File: config.mk
export PLATFORM = sky130hd
export DESIGN_NAME = fetch_unit_flat
export DESIGN_NICKNAME = d
export VERILOG_FILES = /design/src/rtl/fetch_unit_if.sv /design/src/rtl/fetch_unit.sv /design/src/flat_wrapper.sv
export SDC_FILE = /design/constraint.sdc
export NUM_CORES = 1
export LEC_CHECK = 0
export ABC_AREA = 0
export CORE_UTILIZATION = 64
export DETAILED_ROUTE_END_ITERATION = 8
export DONT_BUFFER_PORTS = 1
export MAX_ROUTING_LAYER = met4
export PLACE_DENSITY = 0.89
export SYNTH_ARGS = -nofsm -noshare
export SYNTH_HDL_FRONTEND = slang
export SYNTH_SLANG_ARGS = --single-unit
File: constraint.sdc
create_clock -name clk -period 3.3 [get_ports clk]
set_clock_uncertainty 0.15 [all_clocks]
set_input_delay 0.66 -clock clk [delete_from_list [all_inputs] [get_ports clk]]
set_output_delay 0.66 -clock clk [all_outputs]
set_load 0.1 [all_outputs]
File: src/rtl/fetch_unit_if.sv
// Fetch handshake bundle between control unit, instruction memory and fetch_unit.
//   fetch_req/pc_in/flush : fetch request from control unit / pc unit
//   mem_rd_en/mem_addr    : read strobe and word address to instruction memory
//   mem_rdata/mem_rvalid  : read response from instruction memory
//   ir/ir_valid/busy/fetch_err : fetch results and status
// master: environment side (control unit + memory); slave: fetch_unit.
interface fetch_unit_if #(
    parameter int unsigned ADDR_W = 6
);
    logic              fetch_req;
    logic [31:0]       pc_in;
    logic              flush;
    logic              mem_rd_en;
    logic [ADDR_W-1:0] mem_addr;
    logic [31:0]       mem_rdata;
    logic              mem_rvalid;
    logic [31:0]       ir;
    logic              ir_valid;
    logic              busy;
    logic              fetch_err;

    modport master (
        output fetch_req, pc_in, flush, mem_rdata, mem_rvalid,
        input  mem_rd_en, mem_addr, ir, ir_valid, busy, fetch_err
    );

    modport slave (
        input  fetch_req, pc_in, flush, mem_rdata, mem_rvalid,
        output mem_rd_en, mem_addr, ir, ir_valid, busy, fetch_err
    );
endinterface

File: src/rtl/fetch_unit.sv
// Instruction-fetch stage: issues one memory read per request, waits for the
// read-valid, registers the returned word into ir and pulses ir_valid.
// Misaligned PCs and memory timeouts park the unit in a sticky error state
// that only flush clears.
// Ports:
//   clk        rising-edge clock
//   rst        asynchronous active-high reset
//   bus        fetch_unit_if.slave (request, memory and result signals)
module fetch_unit #(
    parameter int unsigned ADDR_W   = 6,
    parameter int unsigned MAX_WAIT = 15
) (
    input  logic         clk,
    input  logic         rst,
    fetch_unit_if.slave  bus
);
    localparam int unsigned CNT_W = 8;

    typedef enum logic [2:0] {
        S_IDLE,
        S_REQ,
        S_WAIT,
        S_DONE,
        S_ERR
    } state_t;

    state_t            state, state_nxt;
    logic [ADDR_W-1:0] addr_q, addr_nxt;
    logic [31:0]       ir_q, ir_nxt;
    logic [CNT_W-1:0]  cnt_q, cnt_nxt;

    // PC bits above the memory window are intentionally ignored (address wraps).
    logic unused_pc_bits;
    assign unused_pc_bits = ^bus.pc_in[31:ADDR_W+2];

    // State and datapath registers
    always_ff @(posedge clk or posedge rst) begin
        if (rst) begin
            state  <= S_IDLE;
            addr_q <= '0;
            ir_q   <= '0;
            cnt_q  <= '0;
        end else begin
            state  <= state_nxt;
            addr_q <= addr_nxt;
            ir_q   <= ir_nxt;
            cnt_q  <= cnt_nxt;
        end
    end

    // Next-state logic; flush outranks rvalid and timeout
    always_comb begin
        state_nxt = state;
        addr_nxt  = addr_q;
        ir_nxt    = ir_q;
        cnt_nxt   = cnt_q;
        case (state)
            S_IDLE: begin
                if (bus.fetch_req && !bus.flush) begin
                    if (bus.pc_in[1:0] != 2'b00) begin
                        state_nxt = S_ERR;
                    end else begin
                        addr_nxt  = bus.pc_in[ADDR_W+1:2];
                        state_nxt = S_REQ;
                    end
                end
            end
            S_REQ: begin
                cnt_nxt   = '0;
                state_nxt = bus.flush ? S_IDLE : S_WAIT;
            end
            S_WAIT: begin
                if (bus.flush) begin
                    state_nxt = S_IDLE;
                end else if (bus.mem_rvalid) begin
                    ir_nxt    = bus.mem_rdata;
                    state_nxt = S_DONE;
                end else if (cnt_q == CNT_W'(MAX_WAIT - 1)) begin
                    // rvalid already had its chance in this last WAIT cycle
                    state_nxt = S_ERR;
                end else begin
                    cnt_nxt = cnt_q + CNT_W'(1);
                end
            end
            S_DONE: begin
                state_nxt = S_IDLE;
            end
            S_ERR: begin
                if (bus.flush) begin
                    state_nxt = S_IDLE;
                end
            end
            default: begin
                state_nxt = S_IDLE;
            end
        endcase
    end

    // Outputs come straight from registers or the state decode
    assign bus.mem_rd_en = (state == S_REQ);
    assign bus.mem_addr  = addr_q;
    assign bus.ir        = ir_q;
    assign bus.ir_valid  = (state == S_DONE);
    assign bus.busy      = (state == S_REQ) || (state == S_WAIT) || (state == S_DONE);
    assign bus.fetch_err = (state == S_ERR);
endmodule

File: src/flat_wrapper.sv
// flat-port wrapper written by rule: the top's interface ports become plain ports
module fetch_unit_flat 
#(
    parameter int unsigned ADDR_W   = 6,
    parameter int unsigned MAX_WAIT = 15
)
  (clk, rst, bus_fetch_req, bus_pc_in, bus_flush, bus_mem_rdata, bus_mem_rvalid, bus_mem_rd_en, bus_mem_addr, bus_ir, bus_ir_valid, bus_busy, bus_fetch_err);
  fetch_unit_if #(.ADDR_W(ADDR_W)) bus_i ();
  input  logic clk;
  input  logic rst;
  input wire logic [$bits(bus_i.fetch_req)-1:0] bus_fetch_req;
  input wire logic [$bits(bus_i.pc_in)-1:0] bus_pc_in;
  input wire logic [$bits(bus_i.flush)-1:0] bus_flush;
  input wire logic [$bits(bus_i.mem_rdata)-1:0] bus_mem_rdata;
  input wire logic [$bits(bus_i.mem_rvalid)-1:0] bus_mem_rvalid;
  output wire logic [$bits(bus_i.mem_rd_en)-1:0] bus_mem_rd_en;
  output wire logic [$bits(bus_i.mem_addr)-1:0] bus_mem_addr;
  output wire logic [$bits(bus_i.ir)-1:0] bus_ir;
  output wire logic [$bits(bus_i.ir_valid)-1:0] bus_ir_valid;
  output wire logic [$bits(bus_i.busy)-1:0] bus_busy;
  output wire logic [$bits(bus_i.fetch_err)-1:0] bus_fetch_err;
  assign bus_i.fetch_req = bus_fetch_req;
  assign bus_i.pc_in = bus_pc_in;
  assign bus_i.flush = bus_flush;
  assign bus_i.mem_rdata = bus_mem_rdata;
  assign bus_i.mem_rvalid = bus_mem_rvalid;
  assign bus_mem_rd_en = bus_i.mem_rd_en;
  assign bus_mem_addr = bus_i.mem_addr;
  assign bus_ir = bus_i.ir;
  assign bus_ir_valid = bus_i.ir_valid;
  assign bus_busy = bus_i.busy;
  assign bus_fetch_err = bus_i.fetch_err;
  fetch_unit #(.ADDR_W(ADDR_W), .MAX_WAIT(MAX_WAIT)) u_core (.clk(clk), .rst(rst), .bus(bus_i));
endmodule
==> results.md, run 1 <==
- Skew-Pair Late Insertion Delay: 360 ps
- Setup violations, final: 0
- R2r setup slk: roughly 1200 ps
- Clk root buf: clkbuf_4
- Relative slew margins: roughly a third
- Die Ht: roughly 60 microns
- Vias in the first global route: between 1000 and 1500
- Max IR drop VDD: 0.732 mV
- Final wirelength: 4120 microns
- Row cnt: 20
- Dpl ws: 1000 ps
- Final Cell Area: ~2300 sq um
- Max Cap Viol: 0
- Filler cell count: 230
- Number of synthesized flops with an enable pin: 0
- Sequential-to-total area share from yosys stat: ~56%
- Largest net degree at the start of global routing: 50
- Worst-path cell chain: or2_2 -> or2_2 -> inv_1 -> buf_4
- Vias: around 1400
- Antenna-violating nets left: 0
- Most frequent cell on the critical path: or2_2
- Avg WL per Cell: roughly 19 microns
- Post-synth net total: 243
- Tot Pwr: approximately 2.1 mW
- Setup TNS: 0 ps
- CP startpoint kind: flip-flop
- Vias per cell: between 6 and 7
- Async set or reset register ratio after synthesis: 100%
- Cts-stage hold buffer count: 0
- P_leak: 1.08 nW
- Slew Limit Fails: 0
- Synth unique cells: 41
- Post-route insts no fill: 218
- Layout cell share with drive strength beyond 1: about a third
- Nets@finish: around 250
- Fin crit share: 82.3%
- CP max stage delay: 490 ps
- Routability Congestion: about 0.85
- Cell Area, Synth: between 2000 and 2500 sq um
- WP data required: roughly 2500 ps
- First-pass GRT wire length: roughly 5900 microns
- R2r startpoint: u_core.state[0]
- Final Hold Vio Count: 0
- Die area: about 3700 sq um
- Post-CTS setup buffer count: 0
- Fmax achieved: roughly 370 MHz
- Slew at the pin closest to its max-slew limit: between 900 and 1000 ps
- Fin Hold WS: between 200 and 250 ps
- Htree depth: 2
- Synthesized area per cell: 12.8 sq um
- Final Util: 73.2%
- Crit path max fanout: 10
- GRT Overall Usage: around 23%
- Grt total ovfl: 0
- Ys Warns: 0
- Main synth FF type: dfrtp_1
- Register Area: between 1000 and 1500 sq um
- Post-Place Cells: 211
- Worst hold path type: in2async
- Core box area: ~3200 sq um
- Crit. End Element: output pin
- CTS Sinks: 49
- CP arrival: approximately 1900 ps
- Initial antenna violation count: 0
- Chip width: between 60 and 70 microns
- Power per cell area: 926 nW/um^2
- # IOs: 111
- DP Wirelength: about 3000 microns
- Syn Inst Count: ~170
- Synth Register Bits: 49
- TritonCTS clock tree: done
- Min cycle time layout: 2720 ps
- Antenna diodes: 0
- Synth-to-Final Area Change: 4.65%
- Setup slack after layout: around 580 ps
- Drt pass-1 iters: 5
- Cts repair resizes: 0
- Area of the multi-input gates: approximately 910 sq um
- Detailed router's first-iteration violation count: slightly below 80
- Area post-placement: approximately 2200 sq um
- Reg2reg path depth: 4
- Reg2reg end: u_core.cnt_q[3]
- RSZ-0062 raised after global routing: false
- Setup CP Type: reg2out
- Post-route DRC: 0
- Status: completed
- Total CTS buffers: 5
- Starting Density: approximately 70%
- Clock Tree Buf Depth: 2
- CP max stage cell: dfrtp_1
- Clock-pin slew on the worst setup and hold paths: around 140 ps
- # port buffers: 0
-- critical path, delay by kind of cell, from the launching register on --
family | cells | cell delay [ps]
AND/OR/NAND/NOR | 2 | 710
flip-flops | 1 | 490
buffers and inverters | 2 | 350
-- how the worst max path moves through the flow --
stage | start | to
global route | u_core.state[1] | bus_mem_rd_en
global placement | u_core.state[1] | bus_mem_rd_en
detailed placement | u_core.state[1] | bus_mem_rd_en
floorplan | u_core.state[1] | bus_ir_valid
CTS | u_core.state[1] | bus_mem_rd_en
finish | u_core.state[1] | bus_mem_rd_en
-- flip-flops by register name, indices dropped and copies added (netlist names) --
name / count
u_core.bus.ir: 32
u_core.state: 3
u_core.cnt_q: 8
u_core.bus.mem_addr: 6
-- synth_stat cells (2+ instances only) --
cell type | count | share of area (%)
o211ai_1 | 3 | 1.0
nor3_1 | 2 | 0.45
mux2_1 | 5 | 2.6
nor4_1 | 2 | 0.57
o311ai_1 | 2 | 0.79
or2_2 | 2 | 0.57
buf_2 | 3 | 0.68
nor2_1 | 8 | 1.4
mux2i_1 | 2 | 0.91
nand2_1 | 6 | 1.0
and2_1 | 2 | 0.57
dfrtp_1 | 49 | 56
ha_1 | 2 | 1.1
o21ai_0 | 3 | 0.68
buf_4 | 4 | 1.4
clkbuf_1 | 3 | 0.51
nand3_1 | 10 | 2.3
a41oi_1 | 3 | 1.2
mux2_2 | 33 | 17
or4_1 | 2 | 0.68
inv_1 | 4 | 0.68
a31oi_1 | 2 | 0.57
nand4_1 | 2 | 0.57
-- final cells by class --
cell class / instances / area share, %
Timing Repair Buffer: 5 / 1.63
Clock inverter: 1 / 0.325
Sequential cell: 49 / 53.1
Inverter: 4 / 0.651
Clock buffer: 6 / 2.22
Tap cell: 44 / 2.39
Multi-Input combinational cell: 109 / 39.6
-- where the power goes --
group / leakage [nW] / internal [mW] / switching [mW] / total, mW
combinational: 0.412 / 0.115 / 0.0982 / 0.214
clock: 0.0303 / 0.100 / 0.182 / 0.282
sequential: 0.641 / 0.713 / 0.928 / 1.64
-- cells by family after synthesis --
kind of cell / count (synthesis) / share of synthesized area (%)
buffers and inverters: 14 / 3.23
muxes: 40 / 20.3
and+or+nand+nor: 49 / 13.7
AOI/OAI and AO/OA: 18 / 5.96
adders and majority gates: 2 / 1.13
DFF: 49 / 55.6
-- cell usage in the layout, fill, tap and decap left out, drive strengths merged, types with 3 or more instances in the layout --
cell type,instances
dfrtp,49
or4,3
inv,4
nand3,10
o21ai,3
nor2,8
nand2,6
and2,3
nor3,3
mux2,38
o211ai,3
a41oi,3
nor4,3
clkbuf,6
buf,5
-- routing by layer --
layer  vias up  GRT usage, %  routed length [microns]
met5         -             -                        0
met4         0          9.74                       34
met3         6          8.10                      405
met2        92          36.9                     2060
met1       659          25.8                     1620
li1        631             -                        -
Power figures use the tool's default switching activity.
==> run 2, diff against run 1 <==
--- a/config.mk
+++ b/config.mk
@@ -6,11 +6,11 @@
 export NUM_CORES = 1
 export LEC_CHECK = 0
 export ABC_AREA = 0
-export CORE_UTILIZATION = 64
+export CORE_UTILIZATION = 62
 export DETAILED_ROUTE_END_ITERATION = 8
 export DONT_BUFFER_PORTS = 1
 export MAX_ROUTING_LAYER = met4
-export PLACE_DENSITY = 0.89
+export PLACE_DENSITY = 0.87
 export SYNTH_ARGS = -nofsm -noshare
 export SYNTH_HDL_FRONTEND = slang
 export SYNTH_SLANG_ARGS = --single-unit
==> constraint.sdc (replaced) <==
create_clock -name clk -period 2.8 [get_ports clk]
set_clock_uncertainty 0.15 [all_clocks]
set_input_delay 0.56 -clock clk [delete_from_list [all_inputs] [get_ports clk]]
set_output_delay 0.56 -clock clk [all_outputs]
set_load 0.1 [all_outputs]
==> results.md, run 2 (synthesized netlist as in run 1, its figures left out) <==
- Status: completed (unchanged)
- Die area: 3800 sq um (was 3680 sq um)
- Die Ht: 61.6 microns (was 60.7 microns)
- Nets@finish: 245 (unchanged)
- Relative slew margins: 35.2% (was 35.1%)
- Starting Density: 65.6% (was 69.9%)
- CP max stage cell: dfrtp_1 (unchanged)
- Drt pass-1 iters: 4 (was 5)
- Tot Pwr: 2.60 mW (was 2.14 mW)
- Min cycle time layout: between 2000 and 3000 ps
- Setup CP Type: reg2out (unchanged)
- DP Wirelength: 2850 microns (was 3000 microns)
- Clk pwr share: 16.1% (was 13.2%)
- Vias per cell: 6.27 (was 6.37)
- Crit. End Element: output pin (unchanged)
- Max reg flops: 32 (unchanged)
- Logic pwr share: 9.5% (was 10.0%)
- Crit path max fanout: 10 (unchanged)
- Vias in the first global route: 1356 (unchanged)
- Avg WL per Cell: 18.0 microns (was 18.9 microns)
- Reg power frac: 74.4% (was 76.8%)
- Power per cell area: 1110 nW/um^2 (was 926 nW/um^2)
- Final wirelength: 3990 microns (was 4120 microns)
- Cts repair resizes: 0 (unchanged)
- Slew at the pin closest to its max-slew limit: 971 ps (was 973 ps)
- CP startpoint kind: flip-flop (unchanged)
- Final Hold Vio Count: 0 (unchanged)
- Core box area: 3360 sq um (was 3150 sq um)
- Antenna diodes: 0 (unchanged)
- Total CTS buffers: 5 (unchanged)
- Row cnt: 21 (was 20)
- Final Cell Area: 2330 sq um (was 2310 sq um)
- Max Cap Viol: 0 (unchanged)
- Chip width: 61.6 microns (was 60.7 microns)
- Detailed router's first-iteration violation count: 33 (was 79)
- Fin crit share: a little over nine tenths
- Area post-placement: 2250 sq um (about the same)
- Max IR drop VDD: 0.695 mV (was 0.732 mV)
- Initial antenna violation count: 0 (unchanged)
- Clk root buf: clkbuf_4 (unchanged)
- First-pass GRT wire length: 5890 microns (was 5930 microns)
- GRT Overall Usage: 23.3% (was 22.9%)
- Fmax achieved: 380 MHz
- Antenna-violating nets left: 0 (unchanged)
- Routability Congestion: 0.860 (was 0.847)
- Grt total ovfl: 0 (unchanged)
- Worst-path cell chain: or2_2 -> or2_2 -> inv_1 -> buf_4 (unchanged)
- Htree depth: 2 (unchanged)
- Setup violations, final: 0 (unchanged)
- Cts-stage hold buffer count: 0 (unchanged)
- Vias: 1385 (was 1388)
- RSZ-0062 raised after global routing: false (unchanged)
- WP data required: 2090 ps (was 2490 ps)
- Synth-to-Final Area Change: 5.79% (was 4.65%)
- Clock Tree Buf Depth: 2 (unchanged)
- Setup TNS: 0 ps (unchanged)
- P_int: 1.17 mW (was 0.928 mW)
- Switching Fraction: 55.1% (was 56.5%)
- P_leak: 1.10 nW (was 1.08 nW)
- # port buffers: 0 (unchanged)
- CP arrival: 1920 ps (was 1910 ps)
- Layout cell share with drive strength beyond 1: 33.1% (was 32.8%)
- Post-route DRC: 0 (unchanged)
- TritonCTS clock tree: done (unchanged)
- Commonest non-fill, non-tap cell in the layout: dfrtp_1 (unchanged)
- Most frequent cell on the critical path: or2_2 (unchanged)
- Commonest non-fill, non-tap cells in the layout: dfrtp_1, mux2_2, nand3_1 (unchanged)
- Clock-pin slew on the worst setup and hold paths: 150 ps (was 140 ps)
- CP max stage delay: 490 ps (about the same)
- # IOs: 111 (unchanged)
- Psw: 1.43 mW (was 1.21 mW)
- CTS Sinks: 49 (unchanged)
- Post-CTS setup buffer count: 0 (unchanged)
- Slew Limit Fails: 0 (unchanged)
- Worst hold path type: in2async (unchanged)
- Skew-Pair Late Insertion Delay: 380 ps (was 360 ps)
- Largest net degree at the start of global routing: 50 (unchanged)
run 2: cell count changes in the layout (fill, tap and decap cells not counted), sizes merged:
cell | previous run | this run
bufinv | 0 | 1
clkbuf | 6 | 5
clkinv | 0 | 1
clkinvlp | 1 | 0
inv | 4 | 5
run 2: power by group through the flow:
stage               sequential (mW)  combinational, mW  clock, mW
floorplan                      1.89              0.234          0
global placement               1.94              0.234          0
detailed placement             1.95              0.254          0
CTS                            1.93              0.253      0.428
global route                   1.96              0.275      0.455
finish                         1.93              0.247      0.417
run 2: metal layers:
metal / vias to the layer above / routed length [microns] / GRT usage (%)
li1: 635 / - / -
met1: 669 / 1620 / 26.8
met2: 75 / 1970 / 36.1
met3: 6 / 330 / 8.82
met4: 0 / 66 / 11.1
met5: - / 0 / -
run 2: layout make-up:
type,instances,area (sq um)
repair buffers,5,37.5
flip-flops and latches,49,1230
clock buffers,5,37.5
fillers,260,1030
clock inverters,3,43.8
well taps,46,57.6
multi-input cells,109,915
inverters,4,15.0
run 2: final timing paths:
check	start	to	slack, ps	depth (start not counted)
setup / recovery	u_core.state[1]	bus_mem_rd_en	170	4
hold reg to reg	u_core.cnt_q[1]	u_core.cnt_q[1]	450	2
hold / removal	rst	u_core.cnt_q[3]	120	1
setup reg to reg	u_core.state[0]	u_core.cnt_q[3]	740	4
max in group asynchronous	rst	u_core.cnt_q[4]	1790	1
min in group clk	bus_mem_rdata[25]	u_core.bus.ir[25]	150	1
run 2: stage by stage:
stage	utilization (%)	hold WS (ps)	cells	worst slack [ps]
2_1_floorplan	-	361	172	126
3_3_place_gp	66.9	404	213	600
3_5_place_dp	66.9	412	213	581
4_1_cts	69.3	131	221	145
5_1_grt	69.3	130	221	65.5
6_report	69.3	118	221	165
run 2: critical path: cells and delay by family (launching register included):
| kind | cells | cell delay [ps] |
|---|---|---|
| buffers and inverters | 2 | 350 |
| and+or+nand+nor | 2 | 720 |
| DFF | 1 | 490 |
==> run 3, diff against run 2 <==
--- a/config.mk
+++ b/config.mk
@@ -6,11 +6,11 @@
 export NUM_CORES = 1
 export LEC_CHECK = 0
 export ABC_AREA = 0
-export CORE_UTILIZATION = 62
+export CORE_UTILIZATION = 56
 export DETAILED_ROUTE_END_ITERATION = 8
 export DONT_BUFFER_PORTS = 1
 export MAX_ROUTING_LAYER = met4
-export PLACE_DENSITY = 0.87
+export PLACE_DENSITY = 0.83
 export SYNTH_ARGS = -nofsm -noshare
 export SYNTH_HDL_FRONTEND = slang
 export SYNTH_SLANG_ARGS = --single-unit
==> constraint.sdc (replaced) <==
create_clock -name clk -period 2.32 [get_ports clk]
set_clock_uncertainty 0.15 [all_clocks]
set_input_delay 0.464 -clock clk [delete_from_list [all_inputs] [get_ports clk]]
set_output_delay 0.464 -clock clk [all_outputs]
set_load 0.1 [all_outputs]
==> results.md, run 3 (synthesized netlist as in run 1, its figures left out) <==
- Status: completed (unchanged)
- Antenna-violating nets left: 0 (unchanged)
- Commonest non-fill, non-tap cell in the layout: dfrtp_1 (unchanged)
- Post-route DRC: 0 (unchanged)
- Chip width: 64.7 microns (was 61.6 microns)
- Reg power frac: 74.3% (was 74.4%)
- Fin crit share: slightly below 100%
- TritonCTS clock tree: done (unchanged)
- Clock Tree Buf Depth: 2 (unchanged)
- Final Util: 64.3% (was 69.3%)
- Cts-stage hold buffer count: 0 (unchanged)
- Power per cell area: 1310 nW/um^2 (was 1110 nW/um^2)
- GRT Overall Usage: 21.8% (was 23.3%)
- Row cnt: 22 (was 21)
- CTS Sinks: 49 (unchanged)
- Largest net degree at the start of global routing: 42 (was 50)
- Slew at the pin closest to its max-slew limit: 917 ps (was 971 ps)
- Post-route insts no fill: 227 (was 221)
- Psw: 1.74 mW (was 1.43 mW)
- # IOs: 111 (unchanged)
- Max Cap Viol: 0 (unchanged)
- P_int: 1.40 mW (was 1.17 mW)
- Crit path max fanout: 6 (was 10)
- Dpl ws: 296 ps (was 581 ps)
- R2r setup slk: 340 ps (was 740 ps)
- Setup slack after layout: 50.6 ps (was 165 ps)
- Relative slew margins: 38.8% (was 35.2%)
- Final Hold Vio Count: 0 (unchanged)
- Core box area: 3720 sq um (was 3360 sq um)
- Synth-to-Final Area Change: 8.34% (was 5.79%)
- Antenna diodes: 0 (unchanged)
- Clk root buf: clkbuf_8 (was clkbuf_4)
- First-pass GRT wire length: 6730 microns (was 5890 microns)
- CP arrival: 1660 ps (was 1920 ps)
- Die area: 4190 sq um (was 3800 sq um)
- Max reg flops: 32 (unchanged)
- Layout cell share with drive strength beyond 1: 34.6% (was 33.1%)
- Clk pwr share: 15.5% (was 16.1%)
- Detailed router's first-iteration violation count: 72 (was 33)
- Vias per cell: 6.30 (was 6.27)
- Post-CTS setup buffer count: 0 (unchanged)
- Vias: 1431 (was 1385)
- Logic pwr share: 10.1% (was 9.5%)
- Routability Congestion: 0.795 (was 0.860)
- RSZ-0062 raised after global routing: false (unchanged)
- R2r startpoint: u_core.state[0] (unchanged)
- Avg WL per Cell: 18.8 microns (was 18.0 microns)
- Htree depth: 2 (unchanged)
- Worst hold path type: in2async (unchanged)
- Starting Density: 59.3% (was 65.6%)
- CP startpoint kind: flip-flop (unchanged)
- Total CTS buffers: 5 (unchanged)
- Setup violations, final: 0 (unchanged)
- Final Cell Area: 2390 sq um (was 2330 sq um)
- Initial antenna violation count: 0 (unchanged)
- Drt pass-1 iters: 4 (unchanged)
- Crit. End Element: output pin (unchanged)
- Fin Hold WS: 58.0 ps (was 118 ps)
- Switching Fraction: 55.4% (was 55.1%)
- # port buffers: 0 (unchanged)
- Slew Limit Fails: 0 (unchanged)
- Setup CP Type: reg2out (unchanged)
- WP data required: 1710 ps (was 2090 ps)
- Commonest non-fill, non-tap cells in the layout: dfrtp_1, mux2_2, nand3_1 (unchanged)
- Reg2reg end: u_core.cnt_q[3] (unchanged)
- Post-Place Cells: 219 (was 213)
- Max IR drop VDD: 0.851 mV (was 0.695 mV)
- Final wirelength: 4260 microns (was 3990 microns)
- Vias in the first global route: 1475 (was 1356)
- Setup TNS: 0 ps (unchanged)
- Skew-Pair Late Insertion Delay: 290 ps (was 380 ps)
- Clock-pin slew on the worst setup and hold paths: 90 ps (was 150 ps)
- Die Ht: 64.7 microns (was 61.6 microns)
- Grt total ovfl: 0 (unchanged)
- Fmax achieved: between 400 and 500 MHz
- Area post-placement: 2300 sq um (was 2250 sq um)
- Nets@finish: 249 (was 245)
- Min cycle time layout: roughly 2300 ps
- P_leak: 1.11 nW (was 1.10 nW)
- DP Wirelength: 3180 microns (was 2850 microns)
- Tot Pwr: 3.14 mW (was 2.60 mW)
- Worst Setup SP: u_core.state[1] (unchanged)
- Reg2reg path depth: 4 (unchanged)
[run 3: timing repair]
item | 4_1_cts | 5_1_grt
hold endpoints to repair | 0 | 0
setup endpoints to repair | 1 | 0
resized for setup | 1 | 0
[run 3: layout make-up]
cell class	instances	area [sq um]
clock buffers	6	72.6
fillers	293	1330
repair buffers	9	80.1
multi-input cells	109	917
inverters	4	18.8
clock inverters	2	13.8
flip-flops and latches	49	1230
well taps	48	60.1
[run 3: worst max-delay path, cell delays in order, from the launching register on]
cell and delay, ps:
dfrtp_1 390, or2_2 360, or2_4 270, clkinvlp_4 340
[run 3: how the worst max path moves through the flow]
stage | slack, ps | endpoint
after floorplan | 180 | bus_mem_rd_en
after global placement | 310 | bus_mem_rd_en
after detailed placement | 300 | bus_mem_rd_en
after CTS | 40 | bus_mem_rd_en
after global routing | 10 | bus_mem_rd_en
final | 50 | bus_mem_rd_en
[run 3: per-layer routing]
metal / vias up / track usage, % / part of all wire, %
met3: 6 / 7.04 / 8.5
met2: 89 / 36.1 / 50
met1: 699 / 25.4 / 40
met4: 0 / 6.11 / 1.3
li1: 637 / - / -
met5: - / - / 0
[run 3: power groups by stage]
stage | logic (mW) | registers (mW) | clock network [mW]
floorplan | 0.283 | 2.29 | 0
global placement | 0.294 | 2.33 | 0
detailed placement | 0.325 | 2.35 | 0
CTS | 0.325 | 2.33 | 0.502
global route | 0.353 | 2.36 | 0.537
finish | 0.318 | 2.33 | 0.488
